===== src/rtl/icache_line_fill_if.sv =====
// Bundles the per-beat inputs from the AHB transfer handler with the line and critical-word outputs of
// the I-cache line-fill stage.
interface icache_line_fill_if #(
  parameter int LINE_WORDS = 4
);
  logic [1:0]               trans_in;
  logic [31:0]              beat_addr;
  logic [31:0]              beat_data;
  logic                     beat_valid;
  logic                     flush;
  logic                     line_ready;
  logic                     crit_valid;
  logic [31:0]              crit_addr;
  logic [31:0]              crit_data;
  logic                     line_valid;
  logic [31:0]              line_addr;
  logic [32*LINE_WORDS-1:0] line_data;
  logic                     busy;
  logic                     fill_err;

  // Handshake: a beat transfers on a rising clk edge when beat_valid=1 and trans_in is NONSEQ or SEQ.
  // The line transfers on an edge where line_valid=1 and line_ready=1.
  modport slave (
    input  trans_in, beat_addr, beat_data, beat_valid, flush, line_ready,
    output crit_valid, crit_addr, crit_data, line_valid, line_addr, line_data, busy, fill_err
  );

  modport master (
    output trans_in, beat_addr, beat_data, beat_valid, flush, line_ready,
    input  crit_valid, crit_addr, crit_data, line_valid, line_addr, line_data, busy, fill_err
  );
endinterface


===== src/rtl/icache_line_fill.sv =====
// Assembles a WRAP4 burst into a 128-bit I-cache line, delivered critical-word-first.
// The critical word is forwarded on a single-cycle pulse.
module icache_line_fill #(
  parameter int LINE_WORDS = 4
) (
  input  logic                  clk,
  input  logic                  rstn,
  icache_line_fill_if.slave     bus,
  output logic [1:0]            dbg_state_o,
  output logic [2:0]            dbg_count_o,
  output logic [LINE_WORDS-1:0] dbg_mask_o
);

  typedef enum logic [1:0] {S_IDLE = 2'd0, S_FILL = 2'd1, S_DONE = 2'd2} state_t;

  state_t                      state_q, state_d;
  logic [31:0]                 base_q, base_d;
  logic [1:0]                  idx_q, idx_d;
  logic [2:0]                  count_q, count_d;
  logic [LINE_WORDS-1:0]       mask_q, mask_d;
  logic [LINE_WORDS-1:0][31:0] words_q, words_d;
  logic                        crit_valid_q, crit_valid_d;
  logic [31:0]                 crit_addr_q, crit_addr_d;
  logic [31:0]                 crit_data_q, crit_data_d;
  logic                        err_q, err_d;
  logic                        busy_q, line_valid_q;
  logic                        start_fill;

  logic       accept, is_nonseq, seq_ok, last_beat;
  logic [1:0] idx_exp;
  logic       unused_addr_lsb;

  assign accept    = bus.beat_valid && bus.trans_in[1];
  assign is_nonseq = (bus.trans_in == 2'd2);
  assign idx_exp   = idx_q + 2'd1;
  assign seq_ok    = (bus.trans_in == 2'd3) && (bus.beat_addr[31:4] == base_q[31:4]) &&
                     (bus.beat_addr[3:2] == idx_exp);
  assign last_beat = (count_q + 3'd1) == 3'(LINE_WORDS);
  assign unused_addr_lsb = ^bus.beat_addr[1:0];

  always_ff @(posedge clk or negedge rstn) begin
    if (!rstn) begin
      state_q      <= S_IDLE;
      base_q       <= '0;
      idx_q        <= '0;
      count_q      <= '0;
      mask_q       <= '0;
      words_q      <= '0;
      crit_valid_q <= 1'b0;
      crit_addr_q  <= '0;
      crit_data_q  <= '0;
      err_q        <= 1'b0;
      busy_q       <= 1'b0;
      line_valid_q <= 1'b0;
    end else begin
      state_q      <= state_d;
      base_q       <= base_d;
      idx_q        <= idx_d;
      count_q      <= count_d;
      mask_q       <= mask_d;
      words_q      <= words_d;
      crit_valid_q <= crit_valid_d;
      crit_addr_q  <= crit_addr_d;
      crit_data_q  <= crit_data_d;
      err_q        <= err_d;
      busy_q       <= (state_d != S_IDLE);
      line_valid_q <= (state_d == S_DONE);
    end
  end

  // Flush overrides every beat and handshake event.
  always_comb begin
    state_d = state_q;
    if (bus.flush) begin
      state_d = S_IDLE;
    end else begin
      case (state_q)
        S_IDLE: if (accept && is_nonseq) state_d = S_FILL;
        S_FILL: begin
          if (accept) begin
            if (is_nonseq)      state_d = S_FILL;
            else if (!seq_ok)   state_d = S_IDLE;
            else if (last_beat) state_d = S_DONE;
          end
        end
        S_DONE: if (bus.line_ready) state_d = S_IDLE;
        default: state_d = S_IDLE;
      endcase
    end
  end

  always_comb begin
    base_d       = base_q;
    idx_d        = idx_q;
    count_d      = count_q;
    mask_d       = mask_q;
    words_d      = words_q;
    crit_valid_d = 1'b0;
    crit_addr_d  = crit_addr_q;
    crit_data_d  = crit_data_q;
    err_d        = 1'b0;
    start_fill   = 1'b0;
    if (bus.flush) begin
      mask_d  = '0;
      count_d = '0;
    end else begin
      case (state_q)
        S_IDLE: begin
          if (accept) begin
            if (is_nonseq) start_fill = 1'b1;
            else           err_d      = 1'b1;
          end
        end
        S_FILL: begin
          if (accept) begin
            if (is_nonseq) begin
              err_d      = 1'b1;
              start_fill = 1'b1;
            end else if (seq_ok) begin
              words_d[idx_exp] = bus.beat_data;
              mask_d[idx_exp]  = 1'b1;
              count_d          = count_q + 3'd1;
              idx_d            = idx_exp;
            end else begin
              err_d   = 1'b1;
              mask_d  = '0;
              count_d = '0;
            end
          end
        end
        S_DONE: begin
          if (bus.line_ready) begin
            mask_d  = '0;
            count_d = '0;
          end
          if (accept) err_d = 1'b1;
        end
        default: ;
      endcase
    end
    // A new NONSEQ restarts the line from scratch, discarding any partial mask.
    if (start_fill) begin
      base_d                          = {bus.beat_addr[31:4], 4'h0};
      idx_d                           = bus.beat_addr[3:2];
      words_d[bus.beat_addr[3:2]]     = bus.beat_data;
      mask_d                          = '0;
      mask_d[bus.beat_addr[3:2]]      = 1'b1;
      count_d                         = 3'd1;
      crit_valid_d                    = 1'b1;
      crit_addr_d                     = bus.beat_addr;
      crit_data_d                     = bus.beat_data;
    end
  end

  always_comb begin
    bus.crit_valid = crit_valid_q;
    bus.crit_addr  = crit_addr_q;
    bus.crit_data  = crit_data_q;
    bus.line_valid = line_valid_q;
    bus.line_addr  = base_q;
    bus.line_data  = words_q;
    bus.busy       = busy_q;
    bus.fill_err   = err_q;
    dbg_state_o    = state_q;
    dbg_count_o    = count_q;
    dbg_mask_o     = mask_q;
  end

endmodule


===== src/flat_wrapper.sv =====
// flat-port wrapper written by rule: the top's interface ports become plain ports
module icache_line_fill_flat 
#(
  parameter int LINE_WORDS = 4
)
  (clk, rstn, dbg_state_o, dbg_count_o, dbg_mask_o, bus_trans_in, bus_beat_addr, bus_beat_data, bus_beat_valid, bus_flush, bus_line_ready, bus_crit_valid, bus_crit_addr, bus_crit_data, bus_line_valid, bus_line_addr, bus_line_data, bus_busy, bus_fill_err);
  icache_line_fill_if #(.LINE_WORDS(LINE_WORDS)) bus_i ();
  input  logic clk;
  input  logic rstn;
  output logic [1:0] dbg_state_o;
  output logic [2:0] dbg_count_o;
  output logic [LINE_WORDS-1:0] dbg_mask_o;
  input wire logic [$bits(bus_i.trans_in)-1:0] bus_trans_in;
  input wire logic [$bits(bus_i.beat_addr)-1:0] bus_beat_addr;
  input wire logic [$bits(bus_i.beat_data)-1:0] bus_beat_data;
  input wire logic [$bits(bus_i.beat_valid)-1:0] bus_beat_valid;
  input wire logic [$bits(bus_i.flush)-1:0] bus_flush;
  input wire logic [$bits(bus_i.line_ready)-1:0] bus_line_ready;
  output wire logic [$bits(bus_i.crit_valid)-1:0] bus_crit_valid;
  output wire logic [$bits(bus_i.crit_addr)-1:0] bus_crit_addr;
  output wire logic [$bits(bus_i.crit_data)-1:0] bus_crit_data;
  output wire logic [$bits(bus_i.line_valid)-1:0] bus_line_valid;
  output wire logic [$bits(bus_i.line_addr)-1:0] bus_line_addr;
  output wire logic [$bits(bus_i.line_data)-1:0] bus_line_data;
  output wire logic [$bits(bus_i.busy)-1:0] bus_busy;
  output wire logic [$bits(bus_i.fill_err)-1:0] bus_fill_err;
  assign bus_i.trans_in = bus_trans_in;
  assign bus_i.beat_addr = bus_beat_addr;
  assign bus_i.beat_data = bus_beat_data;
  assign bus_i.beat_valid = bus_beat_valid;
  assign bus_i.flush = bus_flush;
  assign bus_i.line_ready = bus_line_ready;
  assign bus_crit_valid = bus_i.crit_valid;
  assign bus_crit_addr = bus_i.crit_addr;
  assign bus_crit_data = bus_i.crit_data;
  assign bus_line_valid = bus_i.line_valid;
  assign bus_line_addr = bus_i.line_addr;
  assign bus_line_data = bus_i.line_data;
  assign bus_busy = bus_i.busy;
  assign bus_fill_err = bus_i.fill_err;
  icache_line_fill #(.LINE_WORDS(LINE_WORDS)) u_core (.clk(clk), .rstn(rstn), .bus(bus_i), .dbg_state_o(dbg_state_o), .dbg_count_o(dbg_count_o), .dbg_mask_o(dbg_mask_o));
endmodule

===== config.mk =====
export PLATFORM = sky130hd
export DESIGN_NAME = icache_line_fill_flat
export DESIGN_NICKNAME = d
export VERILOG_FILES = /design/src/rtl/icache_line_fill_if.sv /design/src/rtl/icache_line_fill.sv /design/src/flat_wrapper.sv
export SDC_FILE = /design/constraint.sdc
export NUM_CORES = 1
export LEC_CHECK = 0
export CORE_AREA = 2 2 164 118
export CTS_CLUSTER_DIAMETER = 100
export DETAILED_ROUTE_END_ITERATION = 10
export DIE_AREA = 0 0 166 120
export PLACE_DENSITY = 0.93
export SKIP_CTS_REPAIR_TIMING = 1
export SLEW_MARGIN = 30
export SYNTH_ARGS = -nofsm -noshare
export SYNTH_HDL_FRONTEND = slang
export SYNTH_SLANG_ARGS = --single-unit

===== constraint.sdc =====
create_clock -name clk -period 5.1 [get_ports clk]
set_input_delay 1.02 -clock clk [delete_from_list [all_inputs] [get_ports clk]]
set_output_delay 1.02 -clock clk [all_outputs]
set_load 0.005 [all_outputs]

==> metrics.txt, run 1 <==
status finished, final reports clean; setup TNS after final layout 0 ns; commonest non-fill, non-tap cell in the layout clkdlybuf4s50_1; depth of the CTS H-tree 1; Internal 3.78 mW; EDFF count, synth 0; crit path max fanout 17; cell area power density 407 nW/µm²; Arrival @ worst endpoint 4.04 ns; Post-DP Area 11800 µm²; Core Util, Final 67.8%; die width 166 µm; vias in the first global route 6725; Post-Syn Area 8820 µm²; final net count 1070; antenna cells 0; YS warnings 0; I/O Buffers 303; final number of setup-violating endpoints 0; Flop pwr share 42.5%; most frequent cells in the layout clkdlybuf4s50_1, dfrtp_1, nand2_1; critical path class in -> reg; RSZ-0062 raised after global routing false; antenna violations before repair 0; total track usage 24.4%; Crit path required time 5.47 ns; switching power total 1.32 mW; clock buffer count from CTS 21; hold slack 0.477 ns; Slew @ Worst Pin 0.881 ns; grt ovf 0; final hold vios 0; drt first pass iters 4; pin count of the biggest net entering global routing 109; Die Area 19900 µm²; Mapped Cells 718; count of pins over their slew limit 0; setup ws final 1.43 ns; drt drc 0; clock buffer depth 3; placed wire-length estimate 16600 µm; Max Cap Viol 0; clock share of power 31.5%; final wirelength 24500 µm; HP Class reg -> reg; drt first-iter violations 431; Critical Path End Type flip-flop; placer congestion estimate 0.792; ys async rst share 100%; Combinational Power Share 26.0%; global-route wire length before repair 38400 µm; Synth cell types 45; synthesized flop and latch total 207; CTS root buf clkbuf_16; Worst-Skew Late Latency 0.51 ns; I/O Pins 308; vias post-DR 6447; CP Launch Type input port; Layout area overhead 41.8%; height of the die 120 µm; share of cells above drive strength 1 12.9%; Initial Util 47.8%; antenna viol nets, final 0; Seq/Total Area, Yosys 58.7%; post-place setup slack 0.885 ns; fin area 12500 µm²; core box area 18400 µm²; min Tclk post-route 3.67 ns; Switching Share 25.8%; relative max-transition margin 41.3%; Worst Skew 0.0245 ns; VDD IR max 0.000309 V; CTS tree yes; top_reg_cell synth dfrtp_1; fmax 273 MHz; Clock Pin Slew Worst Setup and Hold Paths 0.06 ns; Rows 42; drt wl/cell 19.6 µm; final cycle utilization of the critical path 71.9%; via-per-instance ratio 5.17; Pleak 5.85 nW; Avg Inst Size Synth 12.3 µm²; total clock sinks 207
## area by class of cell
| class | count | area (µm²) |
|---|---|---|
| inverters | 6 | 22.5 |
| repair buffers | 308 | 3090 |
| clock inverters | 6 | 115 |
| well taps | 242 | 303 |
| flip-flops and latches | 207 | 5180 |
| multi-input cells | 449 | 3210 |
| clock buffers | 29 | 596 |
| fillers | 1295 | 5940 |
## routing by layer
layer  track usage (%)  up-vias  share of wire [%]
met3              7.95       31                8.7
met4              5.65        0                1.8
met1              31.7     3246                 42
met5                 0        -                  0
li1                  -     2901                  -
met2              40.2      269                 48
## power by group through the flow
stage | clock (mW) | combinational [mW] | sequential (mW)
6_report | 1.60 | 1.32 | 2.16
5_1_grt | 1.70 | 1.42 | 2.20
4_1_cts | 1.63 | 1.34 | 2.16
3_5_place_dp | 0 | 1.32 | 2.18
3_3_place_gp | 0 | 1.29 | 2.16
2_1_floorplan | 0 | 0.431 | 2.18
## final timing paths
check,startpoint,endpoint,slack (ns),cells past startpoint
max reg2reg,u_core.idx_q[0],u_core.bus.line_data[121],1.72,9
min,u_core.bus.crit_data[31],u_core.bus.crit_data[31],0.48,2
min in group asynchronous,rstn,u_core.bus.line_data[76],0.61,1
max in group asynchronous,rstn,u_core.bus.line_data[117],3.49,2
max,bus_beat_addr[2],u_core.bus.line_data[121],1.43,8
min reg2reg,u_core.bus.crit_data[31],u_core.bus.crit_data[31],0.48,2
## cells by family (layout without fill, tap and decap cells)
group | Yosys count | count (layout) | synth area share [%]
other cells | 1 | 4 | 0.0425
mux | 128 | 128 | 17.6
buf+inv | 65 | 349 | 5.15
flops | 207 | 207 | 58.7
simple gates | 248 | 248 | 11.9
fa+ha+maj | 6 | 6 | 0.851
compound gates | 32 | 32 | 2.69
xor+xnor | 31 | 31 | 3.08
## registers in the layout (all words and copies together), names as in the netlist
register and flops:
u_core.bus.line_data 128, u_core.bus.crit_data 32, u_core.bus.crit_addr 31, u_core.dbg_mask_o 4, u_core.dbg_count_o 3, u_core.dbg_state_o 2
u_core.idx_q 2, u_core.bus.busy 1, u_core.bus.crit_valid 1, u_core.bus.fill_err 1, u_core.bus.line_addr 1, u_core.bus.line_valid 1
## Yosys cell counts, types with 4 or more instances
master,n,share of area (%)
o31ai_1,4,0.34
nor2b_1,4,0.28
xnor2_1,6,0.60
mux2_2,54,6.9
buf_6,12,1.5
nand2_1,204,8.7
mux2_1,44,5.6
clkbuf_1,11,0.47
xor2_1,25,2.5
buf_1,4,0.17
ha_1,6,0.85
dfrtp_1,207,59
nor4_1,10,0.71
buf_4,32,2.7
nor2_1,8,0.34
inv_1,5,0.21
mux2_4,30,5.1
nor3_1,4,0.23
o21ai_0,8,0.45
a21oi_1,5,0.28
## worst max-delay path: stages
cell             delay, ns
clkdlybuf4s50_1       0.60
xnor2_1               0.14
nor4_2                0.47
nand2_1               0.19
nor4_4                0.60
a21oi_4               0.33
buf_4                 0.34
mux2_4                0.33
## metrics by stage
| stage | std cells | power, mW |
|---|---|---|
| global placement | 1212 | 3.46 |
| finish | 1247 | 5.09 |
| global route | 1247 | 5.32 |
| CTS | 1247 | 5.13 |
| floorplan | 721 | 2.61 |
| detailed placement | 1212 | 3.50 |
(Power assumes the default switching activity.)
==> inputs of run 2 (changes only) <==
- CORE_AREA: 2 2 164 118 -> 2 2 171 123
- DIE_AREA: 0 0 166 120 -> 0 0 173 125
- PLACE_DENSITY: 0.93 -> 0.87
- clock period: 5.1 -> 3.7 ns (I/O delays scaled with it)
==> metrics.txt, run 2 (same netlist as run 1, synthesis figures left out) <==
status finished, final reports clean (unchanged); I/O Buffers 303 (unchanged); final number of setup-violating endpoints 0 (unchanged); drt drc 0 (unchanged); core box area 20100 µm² (was 18400 µm²); total clock sinks 207 (unchanged); antenna viol nets, final 0 (unchanged); I/O Pins 308 (unchanged); CP bufs+invs 2 (unchanged); Worst Skew 0.0246 ns (was 0.0245 ns); CTS tree yes (unchanged); drt first pass iters 4 (unchanged); fmax 312 MHz; grt ovf 0 (unchanged); CP Launch Type input port (unchanged); Multi-input gate area 3210 µm² (unchanged); HP Class in -> async (was reg -> reg); clock buffer depth 3 (unchanged); share of cells above drive strength 1 14.6% (was 12.9%); critical path class in -> reg (unchanged); crit path max fanout 15 (was 17); drt wl/cell 18.8 µm (was 19.6 µm); drt first-iter violations 356 (was 431); vias in the first global route 6764 (was 6725); placed wire-length estimate 17600 µm (was 16600 µm); Clock Pin Slew Worst Setup and Hold Paths 0.06 ns (about the same); antenna cells 0 (unchanged); Arrival @ worst endpoint 3.59 ns (was 4.04 ns); CP delay by family, top simple AND/OR/NAND/NOR gates (unchanged); Initial Util 43.8% (was 47.8%); final wirelength 24500 µm (about the same); register area 5180 µm² (unchanged); Crit path required time 4.08 ns (was 5.47 ns); Pleak 5.95 nW (was 5.85 nW); vias post-DR 6425 (was 6447); die width 173 µm (was 166 µm); crit-path cells clkdlybuf4s50_1 -> xor2_1 -> nor4_1 -> nand2_1 -> nor4_4 -> a21o_4 -> buf_12 -> mux2_2 (was clkdlybuf4s50_1 -> xnor2_1 -> nor4_2 -> nand2_1 -> nor4_4 -> a21oi_4 -> buf_4 -> mux2_4); relative max-transition margin 45.2% (was 41.3%); CTS root buf clkbuf_16 (unchanged); cell area power density 549 nW/µm² (was 407 nW/µm²); CP peak stage delay 0.61 ns (was 0.60 ns); commonest non-fill, non-tap cell in the layout clkdlybuf4s50_1 (unchanged); Post-DP Area 12000 µm² (was 11800 µm²); Max Cap Viol 0 (unchanged); clock buffer count from CTS 21 (unchanged); min Tclk post-route 3.20 ns; fillers 1567 (was 1295); overall power 6.97 mW (was 5.09 mW); setup TNS after final layout 0 ns (unchanged); fin area 12700 µm² (was 12500 µm²); antenna violations before repair 0 (unchanged); pin count of the biggest net entering global routing 102 (was 109); RSZ-0062 raised after global routing false (unchanged); final hold vios 0 (unchanged); Layout area overhead 43.9% (was 41.8%); Slew @ Worst Pin 0.821 ns (was 0.881 ns); final cycle utilization of the critical path 86.5%; placer congestion estimate 0.819 (was 0.792); Die Area 21600 µm² (was 19900 µm²); max reg flops 128 (unchanged); via-per-instance ratio 4.95 (was 5.17); Critical Path End Type flip-flop (unchanged); most frequent cells in the layout clkdlybuf4s50_1, dfrtp_1, nand2_1 (unchanged); Worst-Skew Late Latency 0.51 ns (about the same); count of pins over their slew limit 0 (unchanged); Slowest-stage cell, CP nor4_1 (was clkdlybuf4s50_1); depth of the CTS H-tree 1 (unchanged); VDD IR max 0.000350 V (was 0.000309 V); total track usage 22.7% (was 24.4%); height of the die 125 µm (was 120 µm); global-route wire length before repair 38900 µm (was 38400 µm); Rows 44 (was 42); final net count 1085 (was 1070)
[run 2: final timing paths]
| path | slack (ns) | start | depth (start not counted) | end |
|---|---|---|---|---|
| max in group asynchronous | 2.58 | rstn | 2 | u_core.bus.line_data[55] |
| min | 0.31 | rstn | 1 | u_core.bus.crit_data[7] |
| max | 0.50 | bus_beat_addr[10] | 8 | u_core.bus.line_data[74] |
| min in group clk | 0.47 | u_core.bus.crit_data[19] | 2 | u_core.bus.crit_data[19] |
| max reg2reg | 0.55 | u_core.idx_q[0] | 9 | u_core.bus.line_data[74] |
| min reg2reg | 0.47 | u_core.bus.crit_data[19] | 2 | u_core.bus.crit_data[19] |
[run 2: final cells by class]
cell class	instances	share of cell area (%)
multi-input combinational	449	25.3
timing repair buffer	323	25.5
clock inverter	10	0.936
sequential	207	40.8
clock buffer	27	4.63
inverter	6	0.177
tap	276	2.72
[run 2: power breakdown]
| part | switching (mW) | internal, mW | leakage [nW] |
|---|---|---|---|
| Sequential | 0.291 | 2.69 | 2.65 |
| Clock | 0.887 | 1.27 | 0.352 |
| Combinational | 0.639 | 1.19 | 2.94 |
[run 2: through the flow]
stage | setup slack (ns) | instances | hold WS (ns) | utilization, %
2_1_floorplan | 1.01 | 721 | 0.444 | -
3_3_place_gp | 0.143 | 1261 | 0.457 | 59.5
3_5_place_dp | 0.0792 | 1261 | 0.462 | 59.5
4_1_cts | 0.502 | 1298 | 0.351 | 63.0
5_1_grt | 0.344 | 1298 | 0.394 | 63.0
6_report | 0.498 | 1298 | 0.309 | 63.0
[run 2: metal layers]
metal / GRT usage, % / vias up / wire [µm]
li1: - / 2931 / -
met1: 30.1 / 3190 / 10500
met2: 36.5 / 264 / 11300
met3: 7.06 / 40 / 2260
met4: 5.58 / 0 / 491
met5: 0 / - / 0
